--- src/rtl/defender_input_ctrl.sv ---
// Input conditioning for the defender core: PS/2 key decode into held key state,
// merged with the joystick word and a coin->start sequencer. All btn_* outputs are registered.
module defender_input_ctrl #(
  parameter int unsigned COIN_CYCLES = 2400000,
  parameter int unsigned GAP_CYCLES  = 2400000
) (
  input  logic        clk_sys,
  input  logic        reset_n,
  input  logic [10:0] ps2_key,
  input  logic [15:0] joy,
  output logic        btn_up,
  output logic        btn_down,
  output logic        btn_thrust,
  output logic        btn_reverse,
  output logic        btn_fire,
  output logic        btn_smart_bomb,
  output logic        btn_hyperspace,
  output logic        btn_left_coin,
  output logic        btn_one_player,
  output logic        btn_two_players,
  output logic        btn_advance,
  output logic        btn_auto_up,
  output logic        btn_high_score_reset,
  output logic        seq_busy
);

  localparam int unsigned MAX_CYC = (COIN_CYCLES > GAP_CYCLES) ? COIN_CYCLES : GAP_CYCLES;
  localparam int unsigned CW      = (MAX_CYC > 1) ? $clog2(MAX_CYC) : 1;
  localparam logic [CW-1:0] COIN_LOAD = CW'(COIN_CYCLES - 1);
  localparam logic [CW-1:0] GAP_LOAD  = CW'(GAP_CYCLES - 1);

  // Per-key held-state bit positions
  localparam int unsigned K_UP     = 0;
  localparam int unsigned K_DOWN   = 1;
  localparam int unsigned K_THR_L  = 2;
  localparam int unsigned K_THR_R  = 3;
  localparam int unsigned K_BOMB   = 4;
  localparam int unsigned K_LSHIFT = 5;
  localparam int unsigned K_RSHIFT = 6;
  localparam int unsigned K_FIRE   = 7;
  localparam int unsigned K_F1     = 8;
  localparam int unsigned K_F2     = 9;
  localparam int unsigned K_HYPER  = 10;
  localparam int unsigned K_ADV    = 11;
  localparam int unsigned K_AUTO   = 12;
  localparam int unsigned K_HSR    = 13;
  localparam int unsigned K_START1 = 14;
  localparam int unsigned K_START2 = 15;
  localparam int unsigned K_COIN5  = 16;
  localparam int unsigned K_COIN6  = 17;

  typedef enum logic [2:0] {
    S_IDLE,
    S_COIN,
    S_GAP,
    S_START,
    S_HOLD
  } state_t;

  state_t         state_q, state_d;
  logic [CW-1:0]  cnt_q, cnt_d;
  logic           toggle_q;
  logic           armed_q;
  logic           joy8_q;
  logic [17:0]    keys_q, keys_d;
  logic [12:0]    out_q, out_d;
  logic           key_event;
  logic           seq_coin;
  logic           seq_start;
  logic           unused_joy;

  assign unused_joy = ^joy[15:9];
  assign key_event  = armed_q & (ps2_key[10] ^ toggle_q);

  always_comb begin
    keys_d = keys_q;
    if (key_event) begin
      // Extended-agnostic codes first; all exact codes have bit 8 clear.
      case (ps2_key[7:0])
        8'h75: keys_d[K_UP]    = ps2_key[9];
        8'h72: keys_d[K_DOWN]  = ps2_key[9];
        8'h6B: keys_d[K_THR_L] = ps2_key[9];
        8'h74: keys_d[K_THR_R] = ps2_key[9];
        8'h14: keys_d[K_BOMB]  = ps2_key[9];
        default: begin
          if (!ps2_key[8]) begin
            case (ps2_key[7:0])
              8'h12: keys_d[K_LSHIFT] = ps2_key[9];
              8'h59: keys_d[K_RSHIFT] = ps2_key[9];
              8'h29: keys_d[K_FIRE]   = ps2_key[9];
              8'h05: keys_d[K_F1]     = ps2_key[9];
              8'h06: keys_d[K_F2]     = ps2_key[9];
              8'h1D: keys_d[K_HYPER]  = ps2_key[9];
              8'h1C: keys_d[K_ADV]    = ps2_key[9];
              8'h3C: keys_d[K_AUTO]   = ps2_key[9];
              8'h33: keys_d[K_HSR]    = ps2_key[9];
              8'h16: keys_d[K_START1] = ps2_key[9];
              8'h1E: keys_d[K_START2] = ps2_key[9];
              8'h2E: keys_d[K_COIN5]  = ps2_key[9];
              8'h36: keys_d[K_COIN6]  = ps2_key[9];
              default: ;
            endcase
          end
        end
      endcase
    end
  end

  always_comb begin
    state_d   = state_q;
    cnt_d     = cnt_q;
    seq_coin  = 1'b0;
    seq_start = 1'b0;
    case (state_q)
      S_IDLE: begin
        if (joy[8] && !joy8_q) begin
          state_d = S_COIN;
          cnt_d   = COIN_LOAD;
        end
      end
      S_COIN: begin
        seq_coin = 1'b1;
        if (cnt_q == '0) begin
          state_d = S_GAP;
          cnt_d   = GAP_LOAD;
        end else begin
          cnt_d = cnt_q - CW'(1);
        end
      end
      S_GAP: begin
        if (cnt_q == '0) begin
          state_d = S_START;
          cnt_d   = COIN_LOAD;
        end else begin
          cnt_d = cnt_q - CW'(1);
        end
      end
      S_START: begin
        seq_start = 1'b1;
        if (cnt_q == '0) begin
          state_d = S_HOLD;
        end else begin
          cnt_d = cnt_q - CW'(1);
        end
      end
      S_HOLD: begin
        if (!joy[8]) state_d = S_IDLE;
      end
      default: state_d = S_IDLE;
    endcase
  end

  always_comb begin
    out_d     = '0;
    out_d[12] = keys_q[K_UP] | joy[3];
    out_d[11] = keys_q[K_DOWN] | joy[2];
    out_d[10] = keys_q[K_THR_L] | keys_q[K_THR_R] | joy[0] | joy[1];
    out_d[9]  = keys_q[K_LSHIFT] | keys_q[K_RSHIFT] | joy[4];
    out_d[8]  = keys_q[K_FIRE] | joy[5];
    out_d[7]  = keys_q[K_BOMB] | joy[6];
    out_d[6]  = keys_q[K_HYPER] | joy[7];
    out_d[5]  = keys_q[K_COIN5] | keys_q[K_COIN6] | keys_q[K_F1] | keys_q[K_F2] | seq_coin;
    out_d[4]  = keys_q[K_F1] | keys_q[K_START1] | seq_start;
    out_d[3]  = keys_q[K_F2] | keys_q[K_START2];
    out_d[2]  = keys_q[K_ADV];
    out_d[1]  = keys_q[K_AUTO];
    out_d[0]  = keys_q[K_HSR];
  end

  always_ff @(posedge clk_sys or negedge reset_n) begin
    if (!reset_n) begin
      state_q  <= S_IDLE;
      cnt_q    <= '0;
      toggle_q <= 1'b0;
      armed_q  <= 1'b0;
      joy8_q   <= 1'b0;
      keys_q   <= '0;
      out_q    <= '0;
    end else begin
      state_q  <= state_d;
      cnt_q    <= cnt_d;
      toggle_q <= ps2_key[10];
      armed_q  <= 1'b1;
      joy8_q   <= joy[8];
      keys_q   <= keys_d;
      out_q    <= out_d;
    end
  end

  assign btn_up               = out_q[12];
  assign btn_down             = out_q[11];
  assign btn_thrust           = out_q[10];
  assign btn_reverse          = out_q[9];
  assign btn_fire             = out_q[8];
  assign btn_smart_bomb       = out_q[7];
  assign btn_hyperspace       = out_q[6];
  assign btn_left_coin        = out_q[5];
  assign btn_one_player       = out_q[4];
  assign btn_two_players      = out_q[3];
  assign btn_advance          = out_q[2];
  assign btn_auto_up          = out_q[1];
  assign btn_high_score_reset = out_q[0];
  assign seq_busy             = (state_q != S_IDLE);

endmodule

--- config.mk ---
export PLATFORM = sky130hd
export DESIGN_NAME = defender_input_ctrl
export DESIGN_NICKNAME = d
export VERILOG_FILES = /design/src/rtl/defender_input_ctrl.sv
export SDC_FILE = /design/constraint.sdc
export NUM_CORES = 1
export LEC_CHECK = 0
export CAP_MARGIN = 20
export CORE_ASPECT_RATIO = 1.2
export CORE_UTILIZATION = 58
export CTS_CLUSTER_DIAMETER = 80
export DETAILED_ROUTE_END_ITERATION = 8
export PLACE_DENSITY = 0.92
export SYNTH_ARGS = -nofsm -noshare
export SYNTH_HDL_FRONTEND = slang
export SYNTH_SLANG_ARGS = --single-unit
export TNS_END_PERCENT = 5
--- constraint.sdc ---
create_clock -name clk_sys -period 3.9 [get_ports clk_sys]
set_clock_uncertainty 0.1 [all_clocks]
set_input_delay 0.78 -clock clk_sys [delete_from_list [all_inputs] [get_ports clk_sys]]
set_output_delay 0.78 -clock clk_sys [all_outputs]
set_load 0.01 [all_outputs]
==> results of run 1 <==
==> where the power goes <==
| part | switching, mW | leakage, nW | internal, mW |
|---|---|---|---|
| Combinational | 0.0382 | 0.625 | 0.0395 |
| Sequential | 0.00393 | 0.710 | 0.622 |
| Clock | 0.242 | 0.0991 | 0.309 |
| Total | 0.285 | 1.43 | 0.970 |
==> cells in the final DEF, fill, tap and decap left out, types with 2 or more instances in the layout <==
| master | synthesis | routed |
|---|---|---|
| nand3b_1 | 4 | 4 |
| a31oi_1 | 3 | 3 |
| a21o_1 | 4 | 4 |
| o21ai_0 | 20 | 20 |
| nor4_1 | 14 | 14 |
| ha_1 | 2 | 2 |
| inv_1 | 6 | 6 |
| nor4b_1 | 2 | 2 |
| o31a_1 | 2 | 2 |
| a21oi_1 | 7 | 7 |
| clkdlybuf4s50_1 | 0 | 34 |
| o21ai_1 | 4 | 4 |
| nand4b_1 | 3 | 3 |
| nand4_1 | 2 | 2 |
| or2_2 | 10 | 10 |
| or3_1 | 9 | 9 |
| nand3_1 | 6 | 6 |
| a22oi_1 | 2 | 2 |
| mux2_2 | 18 | 18 |
| a211o_1 | 2 | 2 |
| nand2b_1 | 7 | 7 |
| or4_1 | 4 | 4 |
| buf_4 | 0 | 3 |
| nor3_1 | 11 | 11 |
| clkinv_2 | 0 | 3 |
| o31ai_1 | 3 | 3 |
| xnor2_1 | 3 | 3 |
| dfrtp_1 | 59 | 59 |
| xor2_1 | 2 | 2 |
| nand2_1 | 19 | 19 |
| clkbuf_8 | 0 | 10 |
| nor2_1 | 18 | 18 |
==> worst paths after layout <==
path	from	slack, ps	cells past startpoint	endpoint
worst max-delay path	cnt_q[15]	970	5	cnt_q[19]
worst min-delay path	keys_q[11]	280	0	out_q[2]
worst max register to register	cnt_q[15]	970	5	cnt_q[19]
worst min register to register	keys_q[11]	280	0	out_q[2]
max in group asynchronous	reset_n	2490	2	keys_q[11]
min in group asynchronous	reset_n	390	1	out_q[7]
==> synth_stat cells, drive strengths merged, types with 2 or more instances <==
library cell,instances,share of area
nand3,6,0.010
nand2b,7,0.015
xor2,2,0.0060
nor4,15,0.034
a21oi,7,0.012
clkbuf,6,0.0077
ha,2,0.0086
a211o,2,0.0060
a31oi,3,0.0064
o22ai,2,0.0064
a22oi,2,0.0051
nand2,19,0.024
nor4b,2,0.0060
nand4b,3,0.0090
nor2,18,0.023
xnor2,3,0.0090
o31ai,4,0.012
o21ai,24,0.041
o31a,2,0.0060
or4,5,0.014
nand3b,4,0.010
or3,9,0.019
mux2,18,0.069
a21o,4,0.010
nor3,12,0.022
or2,10,0.021
nand4,2,0.0043
dfrtp,59,0.51
inv,6,0.0077
buf,4,0.011
==> per-layer routing <==
metal	up-vias	wire [um]
li1	1132	-
met1	1147	2579
met2	53	3085
met3	12	250
met4	0	132
met5	-	0
==> final cells by class <==
cell class / count / area, um2 / area share
timing repair buffer: 38 / 367.9 / 0.1050
clock inverter: 5 / 52.55 / 0.01501
tap: 58 / 72.57 / 0.02072
inverter: 6 / 22.52 / 0.006431
multi-input combinational: 207 / 1369 / 0.3909
sequential: 59 / 1476 / 0.4216
clock buffer: 11 / 141.4 / 0.04037
==> metrics by stage <==
step	cells	total power, mW	utilization	hold slack (ps)	instance area (um2)
2_1_floorplan	282	0.6629	-	250.1	2923
3_3_place_gp	368	0.7132	0.6995	255.1	3308
3_5_place_dp	368	0.7152	0.6995	261.9	3308
4_1_cts	384	1.261	0.7405	277.7	3502
5_1_grt	384	1.302	0.7405	285.7	3502
6_report	384	1.255	0.7405	277.7	3502
==> logic make-up (layout without fill, tap and decap cells) <==
family / Yosys count / in the layout
adders and majority gates: 2 / 2
buffers and inverters: 16 / 60
xor gates and xnor gates: 5 / 5
muxes: 18 / 18
and+or+nand+nor: 120 / 120
other: 1 / 1
DFF: 59 / 59
AOI/OAI and AO/OA: 61 / 61
==> registers in the layout, summed over array words and instances, names as in the netlist <==
name and flops:
armed_q 1, cnt_q 22, joy8_q 1, keys_q 18, out_q 13, state_q 3, toggle_q 1
==> worst max-delay path, cell delays in order, from the launching register on <==
cell,delay [ps]
dfrtp_1,430
or4_1,670
nor4_2,610
a21o_1,590
o21ai_0,210
a21o_1,210
==> key figures, run 1 <==
Run status
  • Outcome: completed

Global route
  • Met3 Use GR: 0.08286
  • Pin count of the biggest net entering global routing: 34
  • Grt ovf: 0
  • Antenna violations before repair: 0
  • Met1 Use GR: 0.3082
  • Vias in the first global route: 2306
  • GRT Overall Usage: 0.2638
  • Grt met2 use: 0.4424
  • First-pass GRT wire length: slightly above 10000 um
  • Global routing's busiest layer: met2

Finish
  • Fraction of layout cells with a size suffix above 1: 0.1656
  • Fin nets: 352
  • Fillcell total: roughly 320
  • Area Growth Syn to Fin: 19.82%
  • Ant diodes: 0

Clocking
  • Clock transition at the registers of the reported paths: 70 ps
  • CTS hold repair buffers: 0
  • Cts bufs inserted: 9
  • Clk buf depth: 2
  • Post-CTS Setup Bufs: 0
  • Post-CTS Resized: 0
  • CTS tree: built
  • Root buffer cell: clkbuf_8
  • CTS sink count: between 50 and 60
  • Clock latency on the worst-skew pair: around 340 ps
  • H-tree depth: 3

STA
  • Fin Setup TNS: 0 ps
  • Rel. slew slack: 0.3029
  • Final count of pins violating max slew: 0
  • Worst Slack Setup Final: between 900 and 1000 ps
  • Fmax: about 340 MHz
  • Worst-margin pin slew: 1046 ps
  • Fin crit share: 0.7502
  • Final min period: ~3000 ps
  • RSZ-0062 raised after global routing: false
  • Fin. Hold Viols: 0
  • Finish-stage setup viols: 0

Routing
  • DRT iter0 DRCs: 198
  • Drt total wl: 6047 um
  • TritonRoute pass-1 iters: 4
  • ANT nets after route: 0
  • WL/cell: 15.75 um
  • Drt drc: 0
  • Via Count: between 2000 and 2500
  • Drt via density: around 6.1

Floorplan
  • Die ar.: 5329 um2
  • Row count: 27
  • Initial Util: 0.6180
  • Die W: 66.81 um
  • Io pins: 43
  • Core Area: about 4700 um2
  • Die Span Y: roughly 80 um

Synthesis
  • Warnings, synthesis: 0
  • Seq cells post-synth: between 50 and 60
  • Mean post-synth cell area: just over 10 um2
  • Most used DFF post-synth: dfrtp_1
  • Synth Cell Area: around 2900 um2
  • Number of synthesized flops with an enable pin: 0
  • Post-Synth Adder-Cell Area: 0.008562
  • Synth Area in XOR/XNOR: 0.01498
  • Post-synthesis mux area share: 0.06935
  • Net Count, Synth: around 310
  • Complex-gate fraction of the synthesized area: 0.1374
  • Register area share after synthesis: 0.5051
  • Largest family of logic cells by synthesized area: simple AND/OR/NAND/NOR gates
  • Distinct cells, synth: 57
  • Simple-gate portion of the synthesized area: 0.2367
  • Post-synthesis cell count: ~280
  • FFs w/ async S/R, synth: 1.000

Placement
  • Setup slack at placement: 701.9 ps
  • Number of port buffers: 35
  • Dpl hpwl: around 4200 um
  • Final GP Congestion: just under 0.9

Worst setup path
  • WS Path Type: flip-flop to flip-flop
  • Arr. time, crit path: 3070 ps
  • CP max FO: 22
  • Critical path required time: just over 4000 ps
  • CP endpoint kind: flip-flop
  • Worst Setup Start Kind: flip-flop

Pwr
  • Pwr Density: about 360 nW/um2
  • Worst IR Drop VDD: around 270 uV
  • Static leakage: 1.435 nW

Job
  • Max-Cap Viols: 0

Worst hold path
  • Worst Hold Class: flip-flop to flip-flop
No activity file was read; power rests on OpenSTA's default activity.
==> inputs of run 2 (changes only) <==
CORE_UTILIZATION = 49   (was 58)
PLACE_DENSITY = 0.83   (was 0.92)
clock period = 2.52 ns   (was 3.9 ns; I/O delays follow)
==> run 2 against run 1 <==
  * Power up 58%
  * Worst setup slack got worse by 940 ps
  * Fmax up 18%
  * Largest power group unchanged
  * Combinational power is 90% higher
  * Hold slack worse by 250 ps
  * Critical path type unchanged
  * Core utilization down 5.2 points
  * Sequential power increased by 55%
  * Cell area up 12%
==> key figures, run 2 (synthesis results as in run 1) <==
Clocking
  • H-tree depth: 3
  • Clk buf depth: 2
  • Cts bufs inserted: 9
  • CTS tree: built
  • CTS hold repair buffers: 0
  • CTS sink count: around 60
  • Clock latency on the worst-skew pair: approximately 340 ps
  • Clock transition at the registers of the reported paths: about 70 ps
  • Root buffer cell: clkbuf_8

STA
  • Finish-stage setup viols: 0
  • Worst Slack Setup Final: ~36 ps
  • Worst-margin pin slew: between 600 and 700 ps
  • Fin crit share: 0.9857
  • RSZ-0062 raised after global routing: true
  • Fin. Hold Viols: 0
  • Rel. slew slack: 0.5840
  • Final min period: roughly 2500 ps
  • Final count of pins violating max slew: 0
  • Fmax: roughly 400 MHz

Worst setup path
  • Arr. time, crit path: between 2000 and 3000 ps
  • Worst Setup Start Kind: flip-flop
  • Critical path required time: roughly 2600 ps
  • Reg-to-reg slack, setup: roughly 36 ps
  • WS Path Type: flip-flop to flip-flop
  • CP endpoint kind: flip-flop
  • CP max FO: 5

Finish
  • Max FFs per register: 22
  • Area Growth Syn to Fin: 34.42%
  • Top reg by flops: cnt_q
  • Commonest non-fill, non-tap cell in the layout: dfrtp_1
  • Fraction of layout cells with a size suffix above 1: 0.2784
  • Fin nets: around 400
  • Most frequent cells in the layout: dfrtp_1 (59), buf_4 (45), clkdlybuf4s50_1 (34)
  • Top flop regs: cnt_q: 22 flops, keys_q: 18 flops, out_q: 13 flops
  • Final non-filler cell total: 450
  • Ant diodes: 0

Routing
  • WL/cell: between 15 and 20 um
  • Drt total wl: around 6900 um
  • Met1 wire length: 2715 um
  • Met3 wire len: roughly 250 um
  • Via Count: ~2600
  • DRT iter0 DRCs: 189
  • TritonRoute pass-1 iters: 4
  • Drt drc: 0
  • Drt via density: ~5.7
  • ANT nets after route: 0
  • WL met2: 3711 um
  • Max Used Layer: met4

Floorplan
  • Die ar.: roughly 6300 um2
  • Row count: 30
  • Initial Util: 0.5123
  • Die W: ~73 um
  • Io pins: 43
  • Core Area: 5705 um2
  • Die Span Y: just under 90 um

Placement
  • Setup slack at placement: -285.5 ps
  • Number of port buffers: 35
  • Dpl hpwl: about 4800 um
  • Placed cells: approximately 430
  • Final GP Congestion: roughly 0.89

Global route
  • GRT Overall Usage: 0.2431
  • Pin count of the biggest net entering global routing: 40
  • Vias in the first global route: 2602
  • Grt ovf: 0
  • Antenna violations before repair: 0
  • First-pass GRT wire length: 11560 um

Worst hold path
  • Worst Hold Class: primary input to async pin

Run status
  • Outcome: completed

Pwr
  • Worst IR Drop VDD: about 370 uV
  • Total power: 1.980 mW
  • Static leakage: ~1.7 nW
  • Pwr Density: around 500 nW/um2

Job
  • Max-Cap Viols: 0
-- run 2: worst max-delay path: stages (launching register included) --
cell     delay, ps
dfrtp_1        380
inv_1           90
ha_1           150
or4b_4         470
or4_4          540
o31ai_4        230
buf_6          160
buf_4          120
o21ai_0        100
-- run 2: timing repair --
action                     in CTS  in global routing
pin swaps                       0                  2
setup endpoints to repair       8                 26
setup buffers                   0                  1
cloned                          0                  1
resized for setup               3                  7
-- run 2: layout make-up --
class,count,area (um2)
fillers,432,1777
flip-flops and latches,59,1476
multi-input cells,207,1416
repair buffers,83,719.4
clock buffers,13,158.9
well taps,80,100.1
clock inverters,2,35.03
inverters,6,22.52
-- run 2: through the flow --
stage	hold WS [ps]	util	setup TNS [ps]	cell area, um2
4_1_cts	30.89	0.6796	-1.834	3877
3_5_place_dp	264.5	0.6434	-1914	3671
5_1_grt	62.16	0.6886	-128.2	3929
3_3_place_gp	263.4	0.6434	-1707	3671
6_report	24.33	0.6886	0	3929
2_1_floorplan	108.4	-	0	2923
-- run 2: routing by layer --
metal  up-vias  global-route usage
met1      1263              0.2771
met5         -                   0
met2        59              0.4333
met3        18             0.05000
li1       1214                   -
met4         0              0.1105
-- run 2: path summary, 6_finish.rpt --
check,to,cells past startpoint,from
setup / recovery,cnt_q[5],8,cnt_q[0]
max in group asynchronous,out_q[0],2,reset_n
min in group clk_sys,out_q[1],0,keys_q[12]
hold / removal,state_q[1],1,reset_n
setup reg to reg,cnt_q[5],8,cnt_q[0]
hold reg to reg,out_q[1],0,keys_q[12]
-- run 2: where the power goes --
| part | internal [mW] | leakage, nW | switching [mW] |
|---|---|---|---|
| registers | 0.963 | 0.710 | 0.00613 |
| clock network | 0.504 | 0.0995 | 0.359 |
| logic | 0.0813 | 0.898 | 0.0668 |
| total | 1.55 | 1.71 | 0.432 |
==> inputs of run 3 (changes only) <==
CORE_MARGIN = 5   (was unset)
==> run 3 against run 2 <==
  * Count of clock-buffer cells in the layout decreased by 2
  * Sequential cell count stayed put
  * Global-route usage fell by 4.4 points
  * First-iteration DRC count decreased by 9.5%
  * Non-clock buffer count shrank 1
  * Fmax up 3.6%
  * Register-to-register slack improved by 90 ps
  * Cell count grew 0.22%
  * Combinational power about the same
  * Critical endpoint is now keys_q[6]
  * Highest routed layer unchanged
==> key figures, run 3 (synthesis results as in run 1) <==
Routing
  • Met1 wire length: between 2000 and 3000 um
  • Max Used Layer: met4
  • WL met2: between 3000 and 4000 um
  • DRT iter0 DRCs: roughly 170
  • TritonRoute pass-1 iters: 5
  • Met3 wire len: between 400 and 500 um
  • Drt total wl: ~6800 um
  • ANT nets after route: 0
  • Via Count: between 2000 and 3000
  • Drt via density: roughly 5.7
  • WL/cell: between 15 and 20 um
  • Drt drc: 0

STA
  • Final min period: roughly 2400 ps
  • Fmax: between 400 and 500 MHz
  • Fin crit share: 0.9515
  • Finish-stage setup viols: 0
  • Final count of pins violating max slew: 0
  • Worst-margin pin slew: 687.7 ps
  • Rel. slew slack: 0.5416
  • RSZ-0062 raised after global routing: false
  • Fin. Hold Viols: 0

Pwr
  • Worst IR Drop VDD: about 400 uV
  • Comb pwr share: 0.074
  • Clock power frac: 0.433
  • Sequential Power Share: 0.493
  • Pwr Density: around 500 nW/um2
  • Static leakage: 1.698 nW
  • Design internal power: about 1.5 mW
  • Switching Power: between 0.4 and 0.5 mW
  • Switching share of power: 0.2257

Worst setup path
  • Reg2reg start: cnt_q[0]
  • Critical path cell sequence: clkdlybuf4s50_1 -> buf_4 -> nand4b_1 -> nor4b_1 -> nor4_1 -> nand4bb_1 -> mux2_2
  • CP max stage cell: nor4b_1
  • Reg2reg end: cnt_q[10]
  • Worst setup path end: keys_q[6]
  • Crit-path max cell delay: 600 ps
  • WS Path Type: primary input to flip-flop
  • R2R cell count: 7
  • Critical path launch point: ps2_key[0]
  • Reg-to-reg slack, setup: between 100 and 150 ps
  • Arr. time, crit path: 2520 ps
  • CP max FO: 4
  • CP endpoint kind: flip-flop
  • Worst Setup Start Kind: primary input
  • Critical path required time: around 2600 ps

Finish
  • Fin area: around 3900 um2
  • Top reg by flops: cnt_q
  • Ant diodes: 0
  • Fin nets: just under 400
  • Final non-filler cell total: ~450
  • Top flop regs: cnt_q: 22 flops, keys_q: 18 flops, out_q: 13 flops
  • Max FFs per register: 22
  • Area Growth Syn to Fin: 34.12%
  • Fraction of layout cells with a size suffix above 1: 0.2722
  • Most frequent cells in the layout: dfrtp_1 (59), buf_4 (45), clkdlybuf4s50_1 (34)
  • Commonest non-fill, non-tap cell in the layout: dfrtp_1

Floorplan
  • Initial Util: 0.5089
  • Die Span Y: between 90 and 100 um
  • Die ar.: around 7600 um2
  • Die W: 80.51 um
  • Row count: 30
  • Core Area: 5743 um2
  • Io pins: 43

Clocking
  • CTS tree: built
  • Root buffer cell: clkbuf_8
  • Post-CTS Setup Bufs: 0
  • CTS hold repair buffers: 0
  • CTS sink count: 59
  • Clk buf depth: 2
  • Clock latency on the worst-skew pair: between 300 and 400 ps
  • H-tree depth: 3
  • Cts bufs inserted: 9
  • Clock transition at the registers of the reported paths: 70 ps

Placement
  • Number of port buffers: 35
  • Cell Area, Placed: about 3700 um2
  • Dpl hpwl: roughly 4800 um
  • Placed cells: 434
  • Final GP Congestion: ~0.90

Global route
  • First-pass GRT wire length: around 12000 um
  • Vias in the first global route: ~2700
  • GRT Overall Usage: 0.1993
  • Pin count of the biggest net entering global routing: 32
  • Antenna violations before repair: 0
  • Grt ovf: 0

Run status
  • Outcome: completed

Job
  • Max-Cap Viols: 0

Worst hold path
  • Worst Hold Class: primary input to async pin
run 3: per-stage QoR:
stage	setup slack, ps	util	setup TNS, ps	hold WS, ps	total power [mW]
after floorplan	0.6670	-	0	108.4	1.026
after global placement	-195.7	0.6405	-1544	254.5	1.130
after detailed placement	-195.5	0.6405	-1924	265.5	1.133
after CTS	-0.2651	0.6776	-0.2651	109.0	1.994
after global routing	25.59	0.6826	0	149.5	2.050
final	122.2	0.6826	0	108.0	1.966
run 3: area by class of cell:
| class | instances | area (um2) |
|---|---|---|
| clock inverter | 5 | 52.55 |
| timing repair buffer | 82 | 714.4 |
| inverter | 6 | 22.52 |
| multi-input combinational | 208 | 1413 |
| clock buffer | 11 | 141.4 |
| fill | 436 | 1823 |
| tap | 80 | 100.1 |
| sequential | 59 | 1476 |
run 3: how the worst min path moves through the flow:
stage | slack [ps] | from | depth (start not counted) | endpoint
after floorplan | 110 | reset_n | 0 | armed_q
after global placement | 250 | keys_q[11] | 0 | out_q[2]
after detailed placement | 270 | keys_q[11] | 0 | out_q[2]
after CTS | 110 | reset_n | 1 | cnt_q[14]
after global routing | 150 | reset_n | 1 | cnt_q[6]
final | 110 | reset_n | 1 | cnt_q[1]
run 3: critical path: cells and delay by family:
kind / cells / cell delay [ps]
buf+inv: 2 / 660
mux: 1 / 340
simple gates: 4 / 1010
run 3: layer usage:
layer / track usage / up-vias
met3: 0.06393 / 17
met4: 0.07746 / 0
met2: 0.3557 / 97
met1: 0.2176 / 1248
met5: 0 / -
li1: - / 1220
run 3: repair_timing:
action | CTS | global route
setup endpoints to repair | 13 | 22
pin swaps | 0 | 4
gates resized for setup | 4 | 4
hold endpoints to repair | 0 | 0
gates cloned | 0 | 1
run 3: power by group through the flow:
| stage | Clock [mW] | Sequential [mW] | Combinational (mW) |
|---|---|---|---|
| final | 0.852 | 0.969 | 0.146 |
| after global routing | 0.919 | 0.969 | 0.161 |
| after CTS | 0.877 | 0.968 | 0.148 |
| after detailed placement | 0 | 0.986 | 0.147 |
| after global placement | 0 | 0.986 | 0.144 |
| after floorplan | 0 | 0.989 | 0.0368 |
